[config.mk]
export PLATFORM = sky130hd
export DESIGN_NAME = serial_subtractor
export DESIGN_NICKNAME = d
export VERILOG_FILES = /design/src/rtl/serial_subtractor.sv
export SDC_FILE = /design/constraint.sdc
export NUM_CORES = 1
export LEC_CHECK = 0
export CORE_UTILIZATION = 35
export CTS_CLUSTER_DIAMETER = 120
export DETAILED_ROUTE_END_ITERATION = 10
export PLACE_DENSITY = 0.56
export REMOVE_ABC_BUFFERS = 1
export SLEW_MARGIN = 20
export SYNTH_ARGS = -nofsm -noshare
export SYNTH_HDL_FRONTEND = slang
export SYNTH_SLANG_ARGS = --single-unit
[constraint.sdc]
create_clock -name clk -period 2.05 [get_ports clk]
set_input_delay 0.5125 -clock clk [delete_from_list [all_inputs] [get_ports clk]]
set_output_delay 0.5125 -clock clk [all_outputs]
set_load 0.1 [all_outputs]
[src/rtl/serial_subtractor.sv]
// -----------------------------------------------------------------------------
// serial_subtractor
//
// Bit-serial WIDTH-bit subtractor. Operands are processed LSB-first, one bit per
// clock, through a single full-subtract stage. The borrow between bits is kept
// in a flop. A start/busy/done handshake frames each job:
//   - a start seen in IDLE captures the operands,
//   - busy is high for WIDTH cycles,
//   - done pulses for one cycle in the cycle where diff/borrow_out update.
//
// Ports
//   clk        : rising-edge clock
//   rst_n      : asynchronous active-low reset
//   start      : job request, sampled only while idle
//   a          : minuend, captured on the accepting edge
//   b          : subtrahend, captured on the accepting edge
//   borrow_in  : initial borrow into bit 0, captured on the accepting edge
//   busy       : high while bits are being processed
//   done       : one-cycle pulse when the result registers update
//   diff       : a - b - borrow_in modulo 2^WIDTH (holds the last result)
//   borrow_out : borrow out of the MSB (1 when a < b + borrow_in, unsigned)
// -----------------------------------------------------------------------------
module serial_subtractor #(
    parameter int WIDTH = 8
) (
    input  logic             clk,
    input  logic             rst_n,
    input  logic             start,
    input  logic [WIDTH-1:0] a,
    input  logic [WIDTH-1:0] b,
    input  logic             borrow_in,
    output logic             busy,
    output logic             done,
    output logic [WIDTH-1:0] diff,
    output logic             borrow_out
);

    localparam int CNT_W = $clog2(WIDTH);
    localparam logic [CNT_W-1:0] LAST_BIT = CNT_W'(WIDTH - 1);

    typedef enum logic {
        ST_IDLE  = 1'b0,
        ST_SHIFT = 1'b1
    } state_e;

    // Full-subtract cell: returns {borrow_out, difference} for x - y - bi.
    function automatic logic [1:0] full_sub(input logic x, input logic y, input logic bi);
        logic d_bit;
        logic b_bit;
        d_bit = x ^ y ^ bi;
        b_bit = (~x & y) | (~(x ^ y) & bi);
        return {b_bit, d_bit};
    endfunction

    state_e           state_q, state_d;
    logic [WIDTH-1:0] sa_q, sa_d;
    logic [WIDTH-1:0] sb_q, sb_d;
    logic [WIDTH-1:0] sr_q, sr_d;
    logic             br_q, br_d;
    logic [CNT_W-1:0] cnt_q, cnt_d;
    logic             done_q, done_d;
    logic [WIDTH-1:0] diff_q, diff_d;
    logic             bout_q, bout_d;
    logic [1:0]       cell_s;

    // Next-state logic for the datapath, FSM and result registers.
    always_comb begin
        state_d = state_q;
        sa_d    = sa_q;
        sb_d    = sb_q;
        sr_d    = sr_q;
        br_d    = br_q;
        cnt_d   = cnt_q;
        done_d  = 1'b0;
        diff_d  = diff_q;
        bout_d  = bout_q;
        cell_s  = full_sub(sa_q[0], sb_q[0], br_q);

        case (state_q)
            ST_IDLE: begin
                if (start) begin
                    sa_d    = a;
                    sb_d    = b;
                    br_d    = borrow_in;
                    cnt_d   = '0;
                    state_d = ST_SHIFT;
                end else begin
                    state_d = ST_IDLE;
                end
            end
            ST_SHIFT: begin
                sa_d  = {1'b0, sa_q[WIDTH-1:1]};
                sb_d  = {1'b0, sb_q[WIDTH-1:1]};
                sr_d  = {cell_s[0], sr_q[WIDTH-1:1]};
                br_d  = cell_s[1];
                if (cnt_q == LAST_BIT) begin
                    // Final bit: publish the full result in the same edge.
                    cnt_d   = '0;
                    diff_d  = {cell_s[0], sr_q[WIDTH-1:1]};
                    bout_d  = cell_s[1];
                    done_d  = 1'b1;
                    state_d = ST_IDLE;
                end else begin
                    cnt_d   = cnt_q + CNT_W'(1);
                    state_d = ST_SHIFT;
                end
            end
            default: begin
                state_d = ST_IDLE;
            end
        endcase
    end

    // State and result registers; reset aborts any running job.
    always_ff @(posedge clk or negedge rst_n) begin
        if (!rst_n) begin
            state_q <= ST_IDLE;
            sa_q    <= '0;
            sb_q    <= '0;
            sr_q    <= '0;
            br_q    <= 1'b0;
            cnt_q   <= '0;
            done_q  <= 1'b0;
            diff_q  <= '0;
            bout_q  <= 1'b0;
        end else begin
            state_q <= state_d;
            sa_q    <= sa_d;
            sb_q    <= sb_d;
            sr_q    <= sr_d;
            br_q    <= br_d;
            cnt_q   <= cnt_d;
            done_q  <= done_d;
            diff_q  <= diff_d;
            bout_q  <= bout_d;
        end
    end

    assign busy       = (state_q == ST_SHIFT);
    assign done       = done_q;
    assign diff       = diff_q;
    assign borrow_out = bout_q;

endmodule

== Yosys cells after proc, flatten, opt, wreduce, memory -nomap -nowiden ==
Cells that the tools add are included.
Storage, ports and cells
  input port bits: 20
  register bits: 39
  logic and storage cells: 35
Operators by class
  bitwise operators: 8
  reductions and logical operators: 1
  equal/unequal tests: 2
  muxes and demuxes: 14
  add/sub/neg operators: 1
Operators by type and width (count)
  $pmux 8 s2: 2
  $mux 8: 2
  $mux 3: 2
  $pmux 3 s2: 1
  $mux 1: 5
  $pmux 1 s2: 2
  $add 3x1->3 const B: 1
  $eq 3x3->1 const B: 1
  $not 1->1: 3
  $and 1x1->1: 2
  $ne 2x2->1 const B: 1
  $reduce_and 2->1: 1
  $xor 1x1->1: 2
  $or 1x1->1: 1

== Logic depth before layout (Yosys ltp) ==
Gate-level depths: netlist of run 1.
  depth after elaboration: 5
  mapped depth: 4
  depth with buffers taken out: 4

== Least setup slack after synthesis of run 1 ==
No wires, ideal clock.
  kind: register to register
  from: register state_q, in the netlist busy
  to: register sr_q[4]
  data required time: 1.925 ns
  stages on the path, launching flop included: 4
  path slack: 0.337 ns
  setup time: 0.125 ns
  data arrival time: 1.588 ns
  cell sequence: dfrtp_1 buf_6 buf_8 mux2_4
RTL lines
  start: declaration: line 55  | state_e state_q, state_d;
  start signal: assignment: line 127  | state_q <= state_d;
  end signal: assignment: line 130  | sr_q <= sr_d;
  end: declaration: line 58  | logic [WIDTH-1:0] sr_q, sr_d;
No word-level cell between the ends.

== Worst setup path in the final report of run 1 ==
  from: register diff_q[7], in the netlist diff[7]
  to: output port diff[7]
RTL lines
  start: declaration: line 62  | logic [WIDTH-1:0] diff_q, diff_d;
  start signal: assignment: line 134  | diff_q <= diff_d;
  end: declaration: line 34  | output logic [WIDTH-1:0] diff,
No word-level cell between the ends.

==> impl_metrics.py, run 1 <==
metrics = {
    "status": {
        "outcome": "completed",
    },
    "clock_network": {
        "cts_max_level": 2,
        "cts_sinks": 38,
        "clock_latency_ns": 0.28,
        "clkTransAtPathRegs_ns": 0.07,
        "clk_path_buf_depth": 2,
        "post_cts_buffers": 0,
        "cts_resized": 0,
        "cts_buffers": 5,
        "cts_hold_buf": 0,
        "cts_tree": "yes",
        "root_buffer": "clkbuf_8",
    },
    "setup_path": {
        "arrival_ns": 0.94,
        "r2r-end": "diff[0]",
        "cp_num_buf_inv": 1,
        "critical_path.top_delay_family": "flip-flops",
        "cp.required_ns": 1.54,
        "end_kind": "output port",
        "critPathKind": "register to output port",
        "path_depth": 1,
        "cp-start-kind": "register",
        "r2r_cells": 4,
        "cp-endpoint": "diff[7]",
        "crit_fanout": 2,
        "max_stage_delay_ns": 0.37,
        "worstReg2RegStart": "cnt_q[0]",
        "crit_chain": "buf_4",
        "r2r_slack_ns": 0.61,
        "crit_slowest_cell": "dfrtp_1",
        "crit_path_start": "diff[7]",
    },
    "pwr": {
        "p_per_area_nw_per_um2": 1720,
        "internal_power_uw": 2020,
        "power.leakage_uw": 0.00104,
        "p_comb_share_pct": 49.1,
        "net-switching-power_uw": 1580,
        "power_frac_clock_pct": 14.5,
        "p_sw_share_pct": 43.9,
        "ir_worst_vdd_mv": 0.853,
        "seqPwrFrac_pct": 36.4,
    },
    "global_route": {
        "grt_max_degree": 39,
        "grt_use_total_pct": 12.1,
        "grt_overflow": 0,
        "grt_pass1_wl_mm": 4.74,
        "antenna_found_initial": 0,
        "grt_pass1_vias": 1041,
    },
    "final_layout": {
        "area_delta_synth_final_pct": 25.3,
        "num_antenna_cells": 0,
        "design_area_sq_um": 2090,
        "drive_gt1_share_pct": 24.4,
        "fill_cells": 420,
        "final_cells": 212,
        "nNetsFinal": 182,
    },
    "logic_synthesis": {
        "synth_seq_cells": 38,
        "synthArstFlopShare_pct": 100,
        "synth.top_cells.by_count": "dfrtp_1 (38), mux2i_1 (19), nand2_1 (14)",
        "synth.avg_cell_area_sq_um": 13.4,
        "synth_ff_type": "dfrtp_1",
        "synthTopCellsByArea": "dfrtp_1 (57%), mux2i_1 (11%), mux2_4 (11%)",
        "ys.warnings.count": 0,
        "synth_top_area_share_pct": 56.9,
        "synthCells": 125,
        "synth-seq-area-share_pct": 56.9,
        "synthDistinctLibCells": 20,
        "yosys.area.top_type": "dfrtp_1",
        "yosysMostFrequentCell": "dfrtp_1",
        "synth_edf_count": 0,
        "syn-cell-area_sq_um": 1670,
    },
    "timing": {
        "finClkSkew_ns": 0.00229,
        "slew_violations": 0,
        "relSlewSlack_pct": 67.5,
        "finalHoldViolCount": 0,
        "setup_viol": 0,
        "rsz0062_at_grt": "false",
        "period_share_pct": 71.1,
        "worst_slew_pin_slew_ns": 0.487,
        "layout_min_cycle_time_ns": 1.46,
        "fmax_mhz": 686,
    },
    "floorplan": {
        "rows": 24,
        "ios": 31,
        "start_util_pct": 37.3,
        "die_h_um": 71.1,
        "core_sq_um": 4470,
        "die_area_sq_um": 5050,
        "dieWidth_um": 71.1,
    },
    "place": {
        "dp.cells": 204,
        "dp_hpwl_mm": 1.90,
        "numPortBuffers": 30,
        "postPlaceCellArea_sq_um": 2000,
        "gp_congestion": 0.628,
    },
    "route": {
        "routed_wl_mm": 2.75,
        "drc": 0,
        "drt_pass1_iterations": 6,
        "post_drt_wl_per_cell_um": 13.0,
        "num_vias": 1024,
        "drtIter0Drc": 39,
        "ant_nets": 0,
        "drt-vias-per-instance": 4.83,
    },
    "flow_run": {
        "cap_violations": 0,
    },
    "min_path": {
        "worst_hold_path_type": "primary input to asynchronous set/reset pin",
    },
}
## sequential cells by signal, indices dropped and copies added (netlist names), 3 cells and up
name,flops
cnt_q,3
diff,8
sa_q,8
sb_q,8
sr_q,7
## layout make-up
class / count / area (sq um) / area share [%]
Timing Repair Buffer: 34 / 323 / 15.4
Clock buffer: 7 / 86.3 / 4.12
Multi-Input combinational cell: 75 / 644 / 30.8
Clock inverter: 1 / 5.00 / 0.239
Inverter: 5 / 18.8 / 0.897
Sequential cell: 38 / 951 / 45.4
Tap cell: 52 / 65.1 / 3.11
## power by group through the flow
stage	sequential [uW]	clock (uW)	combinational [uW]
4_1_cts	1310	544	1790
3_5_place_dp	1330	0	1790
6_report	1310	520	1770
5_1_grt	1350	578	1880
2_1_floorplan	2050	0	629
3_3_place_gp	1310	0	1760
## cell usage in the layout (no fill, tap or decap)
cell type,n
o22ai_1,1
buf_4,13
o21ai_1,9
mux2_2,3
clkbuf_8,6
dfrtp_1,38
ha_1,2
o21ai_0,6
clkdlybuf4s50_1,18
inv_1,5
mux2i_1,19
clkbuf_1,1
clkinv_2,1
buf_2,1
nand2_8,1
a22o_1,2
nor2_1,3
nand2b_1,2
mux2_4,12
fa_1,1
nand2_1,14
buf_12,2
## logic make-up (layout without fill, tap and decap cells)
family                     after synthesis  in the layout  synth area share (%)
and+or+nand+nor                         20             20                  5.77
muxes                                   34             34                  24.2
AOI/OAI and AO/OA                       18             18                  5.92
adders and majority gates                3              3                  2.70
DFF                                     38             38                  56.9
buffers and inverters                   12             47                  4.49
## worst min path at each step
stage	end	cells past startpoint	slack, ns	from
after global routing	diff[6]	2	0.31	rst_n
after CTS	diff[5]	2	0.29	rst_n
after detailed placement	sb_q[2]	2	0.48	sb_q[3]
after floorplan	borrow_out	0	0.22	rst_n
final	cnt_q[2]	2	0.28	rst_n
after global placement	sb_q[3]	2	0.47	sb_q[4]
## per-layer routing
metal  GRT usage (%)  vias to the layer above  wire length, um
met1            15.9                      500             1280
met2            19.3                       30             1300
met5               0                        -                0
met4            2.67                        0               27
met3            4.13                        5              143
li1                -                      489                -
## through the flow
stage	hold WS, ns	TNS (ns)	setup WS [ns]	utilization, %	total power (uW)
after floorplan	0.217	-5.48	-0.339	-	2680
after global placement	0.466	0	0.428	44.7	3070
after detailed placement	0.482	0	0.405	44.7	3110
after CTS	0.289	0	0.581	46.8	3640
after global routing	0.313	0	0.549	46.8	3810
final	0.280	0	0.593	46.8	3590
No activity file was read; power rests on OpenSTA's default activity.
==> run 2, diff against run 1 <==
- clock period: 2.05 -> 1.5 ns (I/O delays scaled with it)
==> impl_metrics.py, run 2 (synthesis gave the netlist of run 1 again) <==
metrics = {
    "floorplan": {
        "ios": 31,
        "die_h_um": 71.1,
        "core_sq_um": 4470,
        "dieWidth_um": 71.1,
        "rows": 24,
        "die_area_sq_um": 5050,
        "start_util_pct": 37.3,
    },
    "pwr": {
        "internal_power_uw": 3100,
        "ir_worst_vdd_mv": 1.12,
        "power_uw": 5320,
        "p_sw_share_pct": 41.8,
        "seqPwrFrac_pct": 34.8,
        "power.leakage_uw": 0.00109,
        "p_comb_share_pct": 51.8,
        "power_frac_clock_pct": 13.4,
        "net-switching-power_uw": 2220,
        "p_per_area_nw_per_um2": 2370,
    },
    "place": {
        "dpl_worst_slack_ns": 0.00316,
        "gp_congestion": 0.673,
        "dp_hpwl_mm": 2.02,
        "numPortBuffers": 30,
        "postPlaceCellArea_sq_um": 2150,
    },
    "route": {
        "drt-vias-per-instance": 4.72,
        "drc": 0,
        "drt_pass1_iterations": 5,
        "routed_wl_mm": 2.72,
        "drtIter0Drc": 45,
        "post_drt_wl_per_cell_um": 12.7,
        "ant_nets": 0,
        "num_vias": 1010,
    },
    "timing": {
        "slew_violations": 0,
        "finalHoldViolCount": 0,
        "layout_setup_ws_ns": 0.0447,
        "period_share_pct": 97.0,
        "worst_slew_pin_slew_ns": 0.429,
        "fmax_mhz": 687,
        "finClkSkew_ns": 0.00706,
        "setup_viol": 0,
        "rsz0062_at_grt": "false",
        "layout_min_cycle_time_ns": 1.46,
        "relSlewSlack_pct": 71.4,
    },
    "clock_network": {
        "clock_latency_ns": 0.28,
        "cts_max_level": 2,
        "cts_buffers": 5,
        "cts_tree": "yes",
        "clk_path_buf_depth": 2,
        "cts_hold_buf": 0,
        "cts_resized": 1,
        "root_buffer": "clkbuf_8",
        "clkTransAtPathRegs_ns": 0.07,
        "cts_sinks": 38,
        "post_cts_buffers": 0,
    },
    "global_route": {
        "grt_pass1_wl_mm": 4.81,
        "grt_use_total_pct": 12.3,
        "grt_overflow": 0,
        "grt_max_degree": 22,
        "grt_pass1_vias": 1059,
        "antenna_found_initial": 0,
    },
    "final_layout": {
        "area_delta_synth_final_pct": 34.5,
        "design_area_sq_um": 2250,
        "layout_commonest_cell": "dfrtp_1",
        "nNetsFinal": 184,
        "num_antenna_cells": 0,
        "final_cell_mix": "dfrtp_1 (37), mux2i_1 (19), clkdlybuf4s50_1 (18), nand2_1 (14), buf_12 (13)",
        "drive_gt1_share_pct": 25.9,
        "fill_cells": 377,
    },
    "setup_path": {
        "crit_fanout": 4,
        "arrival_ns": 1.08,
        "end_kind": "output port",
        "critPathKind": "register to output port",
        "cp-start-kind": "register",
        "cp.required_ns": 1.12,
    },
    "status": {
        "outcome": "completed",
    },
    "min_path": {
        "worst_hold_path_type": "primary input to asynchronous set/reset pin",
    },
    "flow_run": {
        "cap_violations": 0,
    },
}
[run 2: final cells by class]
| type | count | area, sq um | area share, % |
|---|---|---|---|
| clock buffer | 7 | 86.3 | 3.84 |
| clock inverter | 1 | 5.00 | 0.223 |
| inverter | 5 | 18.8 | 0.835 |
| multi-input combinational | 75 | 644 | 28.7 |
| sequential | 38 | 952 | 42.4 |
| tap | 52 | 65.1 | 2.90 |
| timing repair buffer | 36 | 475 | 21.2 |
[run 2: final timing paths]
kind | start | to | slack [ns] | cells past startpoint
max in group asynchronous | rst_n | diff[0] | 1.02 | 2
hold / removal | rst_n | diff[4] | 0.02 | 1
hold reg to reg | sb_q[1] | sb_q[0] | 0.49 | 2
setup / recovery | busy | busy | 0.04 | 2
setup reg to reg | cnt_q[0] | diff[3] | 0.05 | 4
min in group clk | sb_q[1] | sb_q[0] | 0.49 | 2
[run 2: layer usage]
metal	routed length, um	vias up	part of all wire (%)	GRT usage (%)
li1	-	497	-	-
met1	1300	482	48	16.4
met2	1270	29	47	20.0
met3	137	2	5.0	3.70
met4	12	0	0.44	2.67
met5	0	-	0	0
[run 2: metrics by stage]
stage	utilization [%]	hold slack [ns]	cells	setup TNS, ns
floorplan	-	0.0794	118	-26.69
global placement	48.2	0.332	206	0
detailed placement	48.2	0.341	206	0
CTS	50.2	0.0306	214	0
global route	50.2	0.0591	214	0
finish	50.2	0.0226	214	0
[run 2: power groups by stage]
stage                     combinational (uW)  clock [uW]  sequential [uW]
after CTS                               2790         740             1860
final                                   2760         711             1850
after detailed placement                2780           0             1880
after floorplan                          859           0             2800
after global placement                  2730           0             1860
after global routing                    2920         785             1920
[run 2: worst max-delay path, cell delays in order (launching register included)]
cell and delay (ns):
dfrtp_2 0.46, buf_4 0.17, buf_12 0.16
